--- config.mk ---
export PLATFORM = sky130hd
export DESIGN_NAME = keypad_emulator_flat
export DESIGN_NICKNAME = d
export VERILOG_FILES = /design/src/rtl/keypad_pkg.sv /design/src/rtl/keypad_emulator_if.sv /design/src/rtl/key_fifo.sv /design/src/rtl/keypad_emulator.sv /design/src/flat_wrapper.sv
export SDC_FILE = /design/constraint.sdc
export NUM_CORES = 1
export LEC_CHECK = 0
export CAP_MARGIN = 20
export CORE_ASPECT_RATIO = 0.9
export CORE_MARGIN = 3
export CORE_UTILIZATION = 25
export DETAILED_ROUTE_END_ITERATION = 8
export GPL_TIMING_DRIVEN = 0
export PLACE_DENSITY = 0.44
export SYNTH_ARGS = -nofsm -noshare
export SYNTH_HDL_FRONTEND = slang
export SYNTH_SLANG_ARGS = --single-unit
--- constraint.sdc ---
create_clock -name clock -period 3.3 [get_ports clock]
set_input_delay 0.33 -clock clock [delete_from_list [all_inputs] [get_ports clock]]
set_output_delay 0.33 -clock clock [all_outputs]
set_load 0.01 [all_outputs]
--- src/rtl/keypad_pkg.sv ---
// Shared state encoding, key map and idle column constant for the keypad emulator.
// KEYPAD_EMU_BOUNCE_EN adds the BOUNCE state to the FSM encoding.
package keypad_pkg;

  localparam logic [3:0] COL_IDLE = 4'b1111;

`ifdef KEYPAD_EMU_BOUNCE_EN
  typedef enum logic [1:0] {IDLE, BOUNCE, PRESS, GAP} emu_state_t;
`else
  typedef enum logic [1:0] {IDLE, PRESS, GAP} emu_state_t;
`endif

  typedef struct packed {
    logic [3:0] row;
    logic [3:0] col;
  } key_pos_t;

  function automatic key_pos_t key_map(input logic [3:0] code);
    key_pos_t p;
    p = '{row: COL_IDLE, col: COL_IDLE};
    case (code)
      4'h0: p = '{row: 4'b1110, col: 4'b0111};
      4'h1: p = '{row: 4'b1110, col: 4'b1011};
      4'h2: p = '{row: 4'b1101, col: 4'b1011};
      4'h3: p = '{row: 4'b1011, col: 4'b1011};
      4'h4: p = '{row: 4'b1110, col: 4'b1101};
      4'h5: p = '{row: 4'b1101, col: 4'b1101};
      4'h6: p = '{row: 4'b1011, col: 4'b1101};
      4'h7: p = '{row: 4'b1110, col: 4'b1110};
      4'h8: p = '{row: 4'b1101, col: 4'b1110};
      4'h9: p = '{row: 4'b1011, col: 4'b1110};
      4'hA: p = '{row: 4'b1101, col: 4'b0111};
      4'hB: p = '{row: 4'b1011, col: 4'b0111};
      4'hC: p = '{row: 4'b0111, col: 4'b1110};
      4'hD: p = '{row: 4'b0111, col: 4'b1101};
      4'hE: p = '{row: 4'b0111, col: 4'b1011};
      4'hF: p = '{row: 4'b0111, col: 4'b0111};
      default: p = '{row: COL_IDLE, col: COL_IDLE};
    endcase
    return p;
  endfunction

endpackage

--- src/rtl/keypad_emulator_if.sv ---
// Scanner-facing and host-facing signals of the keypad emulator.
// master = scanner/host side, slave = emulator.
interface keypad_emulator_if #(
  parameter int unsigned DEPTH = 4
);
  logic [3:0]             keyrow;
  logic                   key_valid;
  logic [3:0]             key_code;
  logic                   key_ready;
  logic [3:0]             keycol;
  logic                   busy;
  logic                   done;
  logic [$clog2(DEPTH):0] level;

  modport master (
    output keyrow, key_valid, key_code,
    input  key_ready, keycol, busy, done, level
  );

  modport slave (
    input  keyrow, key_valid, key_code,
    output key_ready, keycol, busy, done, level
  );
endinterface

--- src/rtl/key_fifo.sv ---
// Synchronous key-code FIFO with occupancy count; push when full and pop when
// empty are ignored.
module key_fifo #(
  parameter int unsigned DEPTH = 4
) (
  input  logic                   clock,
  input  logic                   reset,
  input  logic                   push,
  input  logic [3:0]             wdata,
  input  logic                   pop,
  output logic [3:0]             rdata,
  output logic                   full,
  output logic                   empty,
  output logic [$clog2(DEPTH):0] level
);
  localparam int unsigned AW = $clog2(DEPTH);
  localparam int unsigned LW = AW + 1;

  logic [3:0]    mem [DEPTH];
  logic [AW-1:0] wptr;
  logic [AW-1:0] rptr;
  logic          do_push;
  logic          do_pop;

  assign full    = (level == LW'(DEPTH));
  assign empty   = (level == '0);
  assign do_push = push && !full;
  assign do_pop  = pop && !empty;
  assign rdata   = mem[rptr];

  always_ff @(posedge clock) begin
    if (do_push) mem[wptr] <= wdata;
  end

  always_ff @(posedge clock) begin
    if (!reset) begin
      wptr  <= '0;
      rptr  <= '0;
      level <= '0;
    end else begin
      if (do_push) wptr <= wptr + 1'b1;
      if (do_pop)  rptr <= rptr + 1'b1;
      if (do_push && !do_pop)      level <= level + 1'b1;
      else if (!do_push && do_pop) level <= level - 1'b1;
    end
  end
endmodule

--- src/rtl/keypad_emulator.sv ---
// Device side of a 4x4 row-scan keypad: presses queued key codes by answering
// the scanner's row drive. KEYPAD_EMU_BOUNCE_EN enables a contact-bounce phase.
module keypad_emulator
  import keypad_pkg::*;
#(
  parameter int unsigned DEPTH          = 4,
  parameter int unsigned HOLD_MATCHES   = 8,
  parameter int unsigned GAP_CYCLES     = 16,
  parameter int unsigned BOUNCE_MATCHES = 4
) (
  input logic             clock,
  input logic             reset,
  keypad_emulator_if.slave bus
);
  localparam int unsigned HG_MAX  = (HOLD_MATCHES > GAP_CYCLES) ? HOLD_MATCHES : GAP_CYCLES;
  localparam int unsigned CNT_MAX = (HG_MAX > BOUNCE_MATCHES) ? HG_MAX : BOUNCE_MATCHES;
  localparam int unsigned CW      = $clog2(CNT_MAX + 1);

  localparam logic [CW-1:0] HOLD_LAST = CW'(HOLD_MATCHES - 1);
  localparam logic [CW-1:0] GAP_LAST  = CW'(GAP_CYCLES - 1);
`ifdef KEYPAD_EMU_BOUNCE_EN
  localparam logic [CW-1:0] BOUNCE_LAST = CW'(BOUNCE_MATCHES - 1);
`endif

  emu_state_t state;
  logic [CW-1:0] cnt;
  logic [3:0]    trow;
  logic [3:0]    tcol;
  logic          done_q;
  logic          row_hit;
  logic          fifo_pop;
  logic          fifo_full;
  logic          fifo_empty;
  logic [3:0]    fifo_rdata;
  key_pos_t      head;

  key_fifo #(.DEPTH(DEPTH)) u_fifo (
    .clock (clock),
    .reset (reset),
    .push  (bus.key_valid),
    .wdata (bus.key_code),
    .pop   (fifo_pop),
    .rdata (fifo_rdata),
    .full  (fifo_full),
    .empty (fifo_empty),
    .level (bus.level)
  );

  assign head          = key_map(fifo_rdata);
  assign fifo_pop      = (state == IDLE) && !fifo_empty;
  assign row_hit       = (bus.keyrow == trow);
  assign bus.key_ready = !fifo_full;
  assign bus.busy      = (state != IDLE);
  assign bus.done      = done_q;

  // Zero-latency column return: a scanner sampling on posedge sees the press.
  always_comb begin
    bus.keycol = COL_IDLE;
    if (state == PRESS && row_hit) bus.keycol = tcol;
`ifdef KEYPAD_EMU_BOUNCE_EN
    if (state == BOUNCE && row_hit && cnt[0]) bus.keycol = tcol;
`endif
  end

  always_ff @(posedge clock) begin
    if (!reset) begin
      state  <= IDLE;
      cnt    <= '0;
      trow   <= COL_IDLE;
      tcol   <= COL_IDLE;
      done_q <= 1'b0;
    end else begin
      done_q <= 1'b0;
      case (state)
        IDLE: begin
          if (!fifo_empty) begin
            trow <= head.row;
            tcol <= head.col;
            cnt  <= '0;
`ifdef KEYPAD_EMU_BOUNCE_EN
            state <= BOUNCE;
`else
            state <= PRESS;
`endif
          end
        end
`ifdef KEYPAD_EMU_BOUNCE_EN
        BOUNCE: begin
          if (row_hit) begin
            if (cnt == BOUNCE_LAST) begin
              cnt   <= '0;
              state <= PRESS;
            end else begin
              cnt <= cnt + 1'b1;
            end
          end
        end
`endif
        PRESS: begin
          if (row_hit) begin
            if (cnt == HOLD_LAST) begin
              cnt    <= '0;
              state  <= GAP;
              done_q <= (GAP_CYCLES == 1);
            end else begin
              cnt <= cnt + 1'b1;
            end
          end
        end
        GAP: begin
          // done is registered, so it is raised on entry to the last gap cycle.
          if (cnt == GAP_LAST) begin
            cnt   <= '0;
            state <= IDLE;
          end else begin
            cnt    <= cnt + 1'b1;
            done_q <= ((cnt + 1'b1) == GAP_LAST);
          end
        end
        default: state <= IDLE;
      endcase
    end
  end
endmodule

--- src/flat_wrapper.sv ---
// flat-port wrapper written by rule: the top's interface ports become plain ports
module keypad_emulator_flat import keypad_pkg::*;
#(
  parameter int unsigned DEPTH          = 4,
  parameter int unsigned HOLD_MATCHES   = 8,
  parameter int unsigned GAP_CYCLES     = 16,
  parameter int unsigned BOUNCE_MATCHES = 4
)
  (clock, reset, bus_keyrow, bus_key_valid, bus_key_code, bus_key_ready, bus_keycol, bus_busy, bus_done, bus_level);
  keypad_emulator_if #(.DEPTH(DEPTH)) bus_i ();
  input logic clock;
  input logic reset;
  input wire logic [$bits(bus_i.keyrow)-1:0] bus_keyrow;
  input wire logic [$bits(bus_i.key_valid)-1:0] bus_key_valid;
  input wire logic [$bits(bus_i.key_code)-1:0] bus_key_code;
  output wire logic [$bits(bus_i.key_ready)-1:0] bus_key_ready;
  output wire logic [$bits(bus_i.keycol)-1:0] bus_keycol;
  output wire logic [$bits(bus_i.busy)-1:0] bus_busy;
  output wire logic [$bits(bus_i.done)-1:0] bus_done;
  output wire logic [$bits(bus_i.level)-1:0] bus_level;
  assign bus_i.keyrow = bus_keyrow;
  assign bus_i.key_valid = bus_key_valid;
  assign bus_i.key_code = bus_key_code;
  assign bus_key_ready = bus_i.key_ready;
  assign bus_keycol = bus_i.keycol;
  assign bus_busy = bus_i.busy;
  assign bus_done = bus_i.done;
  assign bus_level = bus_i.level;
  keypad_emulator #(.DEPTH(DEPTH), .HOLD_MATCHES(HOLD_MATCHES), .GAP_CYCLES(GAP_CYCLES), .BOUNCE_MATCHES(BOUNCE_MATCHES)) u_core (.clock(clock), .reset(reset), .bus(bus_i));
endmodule
==> impl_metrics.json, run 1 <==
{
  "cts_tree": "yes",
  "area_growth_syn_to_layout_pct": 20.7,
  "synth_top_cell_area_share_pct": 22.6,
  "rsz0062_at_grt": "false",
  "dpl.cell_count": 342,
  "coreArea_um2": 8340,
  "drc": 0,
  "diodes": 0,
  "ant_nets": 0,
  "io_pins": 21,
  "synth.distinct_cells": 48,
  "r2r_cells": 11,
  "cts-root-buf": "clkbuf_8",
  "grt.overflow.total": 0,
  "wirelength_um": 4380,
  "rr_startpoint": "u_core.state[0]",
  "synth-simple-area-share_pct": 13.8,
  "leakagePower_nw": 0.985,
  "cpPeakStageDelay_ps": 380,
  "grt_pass1_vias": 1485,
  "synth_edf_count": 16,
  "synth_ff_type": "dfxtp_1",
  "slowest_stage": "dfxtp_1",
  "syn_nets": 239,
  "first_pass_iters": 4,
  "netlist_top_cells_count": "dfxtp_1, ha_1, inv_1",
  "synth_most_common_cell": "dfxtp_1",
  "synth-adder-area-share_pct": 12.2,
  "antenna_found_initial": 0,
  "hold_buffers": 0,
  "path_max_fanout": 10,
  "drv_cap": 0,
  "drive_above_1_share_pct": 9.79,
  "crit_chain": "inv_1 -> ha_1 -> o31a_1 -> buf_4 -> clkinv_1 -> ha_1 -> inv_1 -> fa_1 -> xor2_1 -> or3_1 -> a21oi_1",
  "dieArea_um2": 10000,
  "min_period_ps": 2560,
  "grt_pass1_wl_um": 7550,
  "hold_path.class": "reg -> reg",
  "clock_path_buffers": 2,
  "tightest_slew_ps": 755,
  "critPathKind": "reg -> reg",
  "grt_max_degree": 15,
  "skew_ps": 2.96,
  "vias_per_cell": 4.30,
  "hpwl_um": 3370,
  "synthMuxAreaShare_pct": 8.23,
  "clk_latency_ps": 290,
  "fin_worst_hold_slack_ps": 462,
  "avgSynthCellArea_um2": 10.7,
  "synth_area_leaders": "dfxtp_1, edfxtp_1, ha_1",
  "ir_drop_v": 0.000229,
  "layout.nets": 266,
  "numPortBuffers": 20,
  "h-tree-depth": 2,
  "synth_cells": 207,
  "wl_per_cell_um": 12.5,
  "startpoint": "u_core.state[0]",
  "synth_compound_area_share_pct": 12.2,
  "num_rows": 31,
  "setup_tns_ps": 0,
  "numClockSinks": 41,
  "worstPathRequired_ps": 3520,
  "grt_use_total_pct": 9.48,
  "die_w_um": 105,
  "synth_top_family_by_area": "simple AND/OR/NAND/NOR gates",
  "cts_setup_buffers": 0,
  "cts_resized": 0,
  "finalMaxSlewViolations": 0,
  "yosysWarnings": 0,
  "finalCritPeriodShare_pct": 77.6,
  "path_clk_slew_ps": 80,
  "min_from": "u_core.tcol[2]",
  "final_cells": 350,
  "ys_seq_elements": 41,
  "chipHeight_um": 95.4,
  "synth_xor_area_share_pct": 3.95,
  "total_power_mw": 1.93,
  "hold_viol_final": 0,
  "p_per_area_nw_per_um2": 721,
  "place_congestion": 0.765,
  "hold_depth": 1,
  "drtIter0Drc": 70,
  "vias": 1504,
  "yosysSeqAreaShare_pct": 44.2,
  "arrival_ps": 2780,
  "fmax_ghz": 0.390,
  "cts_buffers": 5,
  "finalSetupViolations": 0,
  "status": "finished, final reports clean",
  "maxSlewHeadroom_pct": 49.1,
  "synth_area_leader_cell": "dfxtp_1",
  "start_kind": "flop",
  "netlist_area_um2": 2220,
  "end_kind": "flop",
  "start_util_pct": 26.6,
  "ys_async_sr_fraction_pct": 0
}
-- path summary, 6_finish.rpt --
path / slack, ps / end
worst max-delay path: 740 / u_core.u_fifo.level[2]
worst min-delay path: 460 / u_core.tcol[2]
worst max register to register: 740 / u_core.u_fifo.level[2]
worst min register to register: 460 / u_core.tcol[2]
-- stage by stage --
step                utilization [%]  setup slack [ps]  cell area (um^2)
floorplan                         -               975              2220
global placement               30.7               642              2560
detailed placement             30.7               638              2560
CTS                            32.1               721              2680
global route                   32.1               514              2680
finish                         32.1               739              2680
-- final cells by class --
type,instances,area [um^2]
clock inverter,3,46.3
buffer,6,48.8
fill,858,5660
clock buffer,5,68.8
sequential,41,981
multi-input combinational,141,1120
timing repair buffer,20,200
inverter,19,71.3
tap,115,144
-- cell families (layout without fill, tap and decap cells) --
logic type | after synthesis | count (layout)
flops | 41 | 41
buf+inv | 25 | 53
xor+xnor | 10 | 10
mux | 14 | 14
simple gates | 60 | 60
compound gates | 36 | 36
fa+ha+maj | 21 | 21
-- critical path: cells and delay by family (launching register included) --
family | cells | cell delay, ps
buffers and inverters | 4 | 510
AO/OA/AOI/OAI | 2 | 260
adder cells (fa/ha/maj) | 3 | 860
AND/OR/NAND/NOR | 1 | 300
XOR/XNOR | 1 | 170
flip-flops | 1 | 380
-- per-layer routing --
layer / wire, um / vias up / track usage, %
met1: 2370 / 693 / 13.5
met5: 0 / - / 0
met2: 1840 / 16 / 13.9
li1: - / 790 / -
met3: 102 / 5 / 2.23
met4: 74 / 0 / 3.61
-- where the power goes --
group	leakage [nW]	total [mW]	internal (mW)	switching, mW
sequential	0.351	0.697	0.625	0.0717
combinational	0.579	0.828	0.367	0.460
clock	0.0543	0.406	0.226	0.180
total	0.985	1.93	1.22	0.711
-- cells in the final DEF, fill, tap and decap left out, types with 3 or more instances in the layout --
cell type        count
a21oi_1              6
and2_1               5
buf_6                3
clkbuf_8             5
clkdlybuf4s50_1     20
dfxtp_1             25
edfxtp_1            16
ha_1                20
inv_1               18
mux2i_1             10
nand2_1             14
nand3_1              5
nand4_1              3
nor2_1              16
nor3_1               4
o211ai_1             3
o21ai_0              8
or2_2                4
xnor2_1              3
xor2_1               7
-- flip-flops by register name, indices dropped and copies added, names as in the netlist, named ones only --
register	cells
u_core.u_fifo.wptr	2
u_core.state	2
u_core.cnt	5
u_core.trow	4
u_core.bus.done	1
u_core.u_fifo.mem	16
u_core.u_fifo.rptr	2
u_core.tcol	4
u_core.u_fifo.level	3
Power figures use the tool's default switching activity.
==> inputs of run 2 (changes only) <==
--- a/config.mk
+++ b/config.mk
@@ -11,7 +11,7 @@
 export CORE_UTILIZATION = 25
 export DETAILED_ROUTE_END_ITERATION = 8
 export GPL_TIMING_DRIVEN = 0
-export PLACE_DENSITY = 0.44
+export PLACE_DENSITY = 0.46
 export SYNTH_ARGS = -nofsm -noshare
 export SYNTH_HDL_FRONTEND = slang
 export SYNTH_SLANG_ARGS = --single-unit
==> constraint.sdc (replaced) <==
create_clock -name clock -period 2.21 [get_ports clock]
set_input_delay 0.221 -clock clock [delete_from_list [all_inputs] [get_ports clock]]
set_output_delay 0.221 -clock clock [all_outputs]
set_load 0.01 [all_outputs]
==> impl_metrics.json, run 2 (synthesis gave the netlist of run 1 again) <==
{
  "final_cell_mix": "dfxtp_1, ha_1",
  "cpPeakStageDelay_ps": 370,
  "largest_register_ffs": 16,
  "ant_nets": 0,
  "drc": 0,
  "numClockSinks": 41,
  "wirelength_um": 4320,
  "min_period_ps": 2120,
  "antenna_found_initial": 0,
  "arrival_ps": 2350,
  "drv_cap": 0,
  "min_to": "u_core.tcol[3]",
  "cts-root-buf": "clkbuf_8",
  "num_rows": 31,
  "clk_latency_ps": 300,
  "final_common_cell": "dfxtp_1",
  "worstPathRequired_ps": 2430,
  "cts_tree": "yes",
  "io_pins": 21,
  "drive_above_1_share_pct": 16.9,
  "maxSlewHeadroom_pct": 51.2,
  "chipHeight_um": 95.4,
  "p_per_area_nw_per_um2": 1080,
  "die_w_um": 105,
  "top_regs": "u_core.u_fifo.mem (16), u_core.cnt (5)",
  "hold_buffers": 0,
  "numPortBuffers": 20,
  "setup_tns_ps": 0,
  "fmax_ghz": 0.472,
  "finalCritPeriodShare_pct": 95.9,
  "h-tree-depth": 2,
  "wl_per_cell_um": 12.3,
  "start_kind": "flop",
  "grt_use_total_pct": 9.08,
  "skew_ps": 6.22,
  "dieArea_um2": 10000,
  "num-fill-cells": 850,
  "crit_chain": "inv_2 -> ha_4 -> o31a_1 -> buf_6 -> clkinv_8 -> ha_4 -> inv_1 -> fa_2 -> xor2_1 -> or3_1 -> a21oi_2",
  "first_pass_iters": 4,
  "area_growth_syn_to_layout_pct": 22.9,
  "rr_endpoint": "u_core.u_fifo.level[2]",
  "finalMaxSlewViolations": 0,
  "slowest_stage": "dfxtp_4",
  "path_max_fanout": 10,
  "start_util_pct": 26.6,
  "path_clk_slew_ps": 90,
  "hold_viol_final": 0,
  "rsz0062_at_grt": "true",
  "grt_pass1_vias": 1529,
  "path_common_cell": "ha_4",
  "place_congestion": 0.698,
  "vias": 1539,
  "multi_input_area_um2": 1160,
  "grt_max_degree": 17,
  "r2r_slack_ps": 90,
  "coreArea_um2": 8340,
  "clock_path_buffers": 2,
  "tightest_slew_ps": 724,
  "largest-register": "u_core.u_fifo.mem",
  "final_util_pct": 32.7,
  "layout.nets": 267,
  "grt.overflow.total": 0,
  "cts_buffers": 5,
  "finalSetupViolations": 0,
  "hold_depth": 2,
  "status": "finished, final reports clean",
  "r2r_cells": 11,
  "rr_startpoint": "u_core.state[0]",
  "hold_path.class": "reg -> reg",
  "min_from": "u_core.tcol[3]",
  "critPathKind": "reg -> reg",
  "hpwl_um": 3280,
  "leakagePower_nw": 0.996,
  "drtIter0Drc": 40,
  "end_kind": "flop",
  "vias_per_cell": 4.38,
  "grt_pass1_wl_um": 7330,
  "diodes": 0,
  "final-seq-area_um2": 990,
  "ir_drop_v": 0.000373
}
[run 2: timing repair]
action,4_1_cts,5_1_grt
hold endpoints to repair,0,0
pin swaps,2,2
cloned,0,0
resized for setup,15,10
buffers inserted,1,0
endpoints found under the setup margin,10,7
[run 2: critical path: cells and delay by family, from the launching register on]
kind | cells | cell delay (ps)
DFF | 1 | 370
adders and majority gates | 3 | 640
and+or+nand+nor | 1 | 320
xor gates and xnor gates | 1 | 160
AOI/OAI and AO/OA | 2 | 230
buffers and inverters | 4 | 330
[run 2: area by class of cell]
cell class / count / area share, %
Multi-Input combinational cell: 141 / 42.7
Sequential cell: 41 / 36.3
Tap cell: 115 / 5.28
Clock buffer: 5 / 2.52
Timing Repair Buffer: 21 / 7.16
Buffer: 6 / 1.93
Clock inverter: 3 / 1.06
Inverter: 19 / 3.07
[run 2: worst max path at each step]
stage               depth (start not counted)  slack (ps)             from                     end
global placement                            8        -200             flop          u_core.tcol[0]
finish                                     11          90  u_core.state[0]  u_core.u_fifo.level[2]
global route                               11         -30  u_core.state[0]  u_core.u_fifo.level[2]
detailed placement                         11        -160  u_core.state[0]  u_core.u_fifo.level[2]
CTS                                         6          20   u_core.trow[2]           bus_keycol[1]
floorplan                                  11           6  u_core.state[0]  u_core.u_fifo.level[2]
[run 2: metal layers]
| metal | vias up | GRT usage (%) | wire, um |
|---|---|---|---|
| li1 | 796 | - | - |
| met1 | 715 | 12.6 | 2200 |
| met2 | 23 | 14.0 | 1910 |
| met3 | 5 | 2.37 | 152 |
| met4 | 0 | 2.62 | 53 |
| met5 | - | 0 | 0 |
[run 2: power by group]
group / internal [mW] / total (mW) / switching, mW
sequential: 0.942 / 1.06 / 0.114
combinational: 0.614 / 1.35 / 0.731
clock: 0.239 / 0.539 / 0.300
[run 2: stage by stage]
| stage | hold slack, ps | std cells | area (um^2) | setup slack [ps] | total power [mW] |
|---|---|---|---|---|---|
| 2_1_floorplan | 320 | 207 | 2230 | 6.26 | 2.01 |
| 6_report | 469 | 351 | 2730 | 89.6 | 2.94 |
| 5_1_grt | 500 | 351 | 2730 | -28.5 | 3.20 |
| 4_1_cts | 477 | 351 | 2710 | 17.9 | 2.94 |
| 3_5_place_dp | 456 | 342 | 2580 | -163 | 2.33 |
| 3_3_place_gp | 454 | 342 | 2580 | -204 | 2.33 |
==> inputs of run 3 (changes only) <==
--- a/config.mk
+++ b/config.mk
@@ -11,7 +11,7 @@
 export CORE_UTILIZATION = 25
 export DETAILED_ROUTE_END_ITERATION = 8
 export GPL_TIMING_DRIVEN = 0
-export PLACE_DENSITY = 0.46
+export PLACE_DENSITY = 0.44
 export SYNTH_ARGS = -nofsm -noshare
 export SYNTH_HDL_FRONTEND = slang
 export SYNTH_SLANG_ARGS = --single-unit
==> constraint.sdc (replaced) <==
create_clock -name clock -period 2.1 [get_ports clock]
set_input_delay 0.21 -clock clock [delete_from_list [all_inputs] [get_ports clock]]
set_output_delay 0.21 -clock clock [all_outputs]
set_load 0.01 [all_outputs]
==> impl_metrics.json, run 3 (synthesis gave the netlist of run 1 again) <==
{
  "place_congestion": 0.704,
  "path_clk_slew_ps": 100,
  "finalSetupViolations": 0,
  "r2r_cells": 11,
  "final_util_pct": 34.2,
  "rsz0062_at_grt": "true",
  "drive_above_1_share_pct": 24.3,
  "area_growth_syn_to_layout_pct": 28.7,
  "p_per_area_nw_per_um2": 1140,
  "drtIter0Drc": 31,
  "h-tree-depth": 2,
  "fin_worst_hold_slack_ps": 474,
  "status": "finished, final reports clean",
  "min_from": "u_core.tcol[3]",
  "ir_drop_v": 0.000359,
  "setup_tns_ps": 0,
  "finalCritPeriodShare_pct": 98.7,
  "end_kind": "flop",
  "arrival_ps": 2300,
  "largest-register": "u_core.u_fifo.mem",
  "first_pass_iters": 4,
  "hold_depth": 2,
  "maxSlewHeadroom_pct": 50.2,
  "die_w_um": 105,
  "r2r_slack_ps": 30,
  "skew_ps": 9.20,
  "cts-root-buf": "clkbuf_8",
  "grt_max_degree": 17,
  "drc": 0,
  "grt.overflow.total": 0,
  "leakagePower_nw": 1.06,
  "chipHeight_um": 95.4,
  "antenna_found_initial": 0,
  "hold_viol_final": 0,
  "fmax_ghz": 0.483,
  "ant_nets": 0,
  "grt_pass1_wl_um": 7330,
  "hpwl_um": 3290,
  "finalMaxSlewViolations": 0,
  "final_cell_mix": "ha_1, dfxtp_1, nor2_1, edfxtp_1",
  "final-seq-area_um2": 991,
  "dieArea_um2": 10000,
  "vias_per_cell": 4.37,
  "wirelength_um": 4500,
  "dpl.cell_count": 342,
  "min_period_ps": 2070,
  "num-fill-cells": 867,
  "cts_tree": "yes",
  "diodes": 0,
  "start_util_pct": 26.6,
  "path_max_fanout": 4,
  "coreArea_um2": 8340,
  "num_rows": 31,
  "start_kind": "flop",
  "clk_latency_ps": 300,
  "wl_per_cell_um": 12.4,
  "top_regs": "u_core.u_fifo.mem (16), u_core.cnt (5)",
  "drv_cap": 0,
  "multi_input_area_um2": 1200,
  "worstPathRequired_ps": 2330,
  "tightest_slew_ps": 739,
  "numClockSinks": 41,
  "largest_register_ffs": 16,
  "clock_path_buffers": 2,
  "grt_pass1_vias": 1487,
  "critPathKind": "reg -> reg",
  "cts_buffers": 5,
  "layout.nets": 278,
  "numPortBuffers": 20,
  "startpoint": "u_core.state[1]",
  "final_cells": 362,
  "grt_use_total_pct": 9.32,
  "vias": 1581,
  "final_common_cell": "ha_1",
  "hold_buffers": 0,
  "rr_startpoint": "u_core.state[1]",
  "io_pins": 21,
  "hold_path.class": "reg -> reg"
}
==> run 3: timing repair <==
| item | CTS | global route |
|---|---|---|
| resized for setup | 18 | 14 |
| setup buffers | 6 | 6 |
| pin swaps | 2 | 5 |
| endpoints found under the setup margin | 12 | 6 |
| hold endpoints to repair | 0 | 0 |
==> run 3: cell type report <==
cell class,count,share of cell area (%)
repair buffers,32,9.91
well taps,115,5.04
clock inverters,3,1.01
multi-input cells,141,42.0
plain buffers,6,1.84
inverters,19,3.02
clock buffers,5,2.41
flip-flops and latches,41,34.7
==> run 3: stage by stage <==
| step | area, um^2 | total power [mW] | setup WS, ps |
|---|---|---|---|
| finish | 2850 | 3.25 | 27.5 |
| detailed placement | 2590 | 2.48 | -277 |
| global placement | 2590 | 2.48 | -258 |
| floorplan | 2250 | 2.14 | 1.51 |
| CTS | 2760 | 3.16 | 15.9 |
| global route | 2850 | 3.52 | -44.5 |
==> run 3: worst paths after layout <==
path | to
worst max-delay path | u_core.u_fifo.level[2]
worst min-delay path | u_core.tcol[3]
worst min register to register | u_core.tcol[3]
worst max register to register | u_core.u_fifo.level[2]
==> run 3: routing by layer <==
layer,routed length (um),global-route usage (%),vias up
met1,2250,12.7,736
met2,1990,14.1,27
met4,51,2.95,0
met5,0,0,-
li1,-,-,814
met3,209,2.91,4
==> run 3: critical path, stage by stage, from the launching register on <==
cell and delay (ps):
dfxtp_2 370, inv_4 50, ha_4 170, o31a_1 110, buf_6 130, clkinv_8 40
ha_4 120, inv_2 40, fa_2 340, xor2_2 150, or3_1 360, a21oi_2 120
==> run 3: power breakdown <==
part	switching, mW	internal [mW]	leakage, nW
combinational	0.807	0.752	0.653
clock	0.317	0.251	0.0511
sequential	0.127	0.994	0.352
total	1.25	2.00	1.06
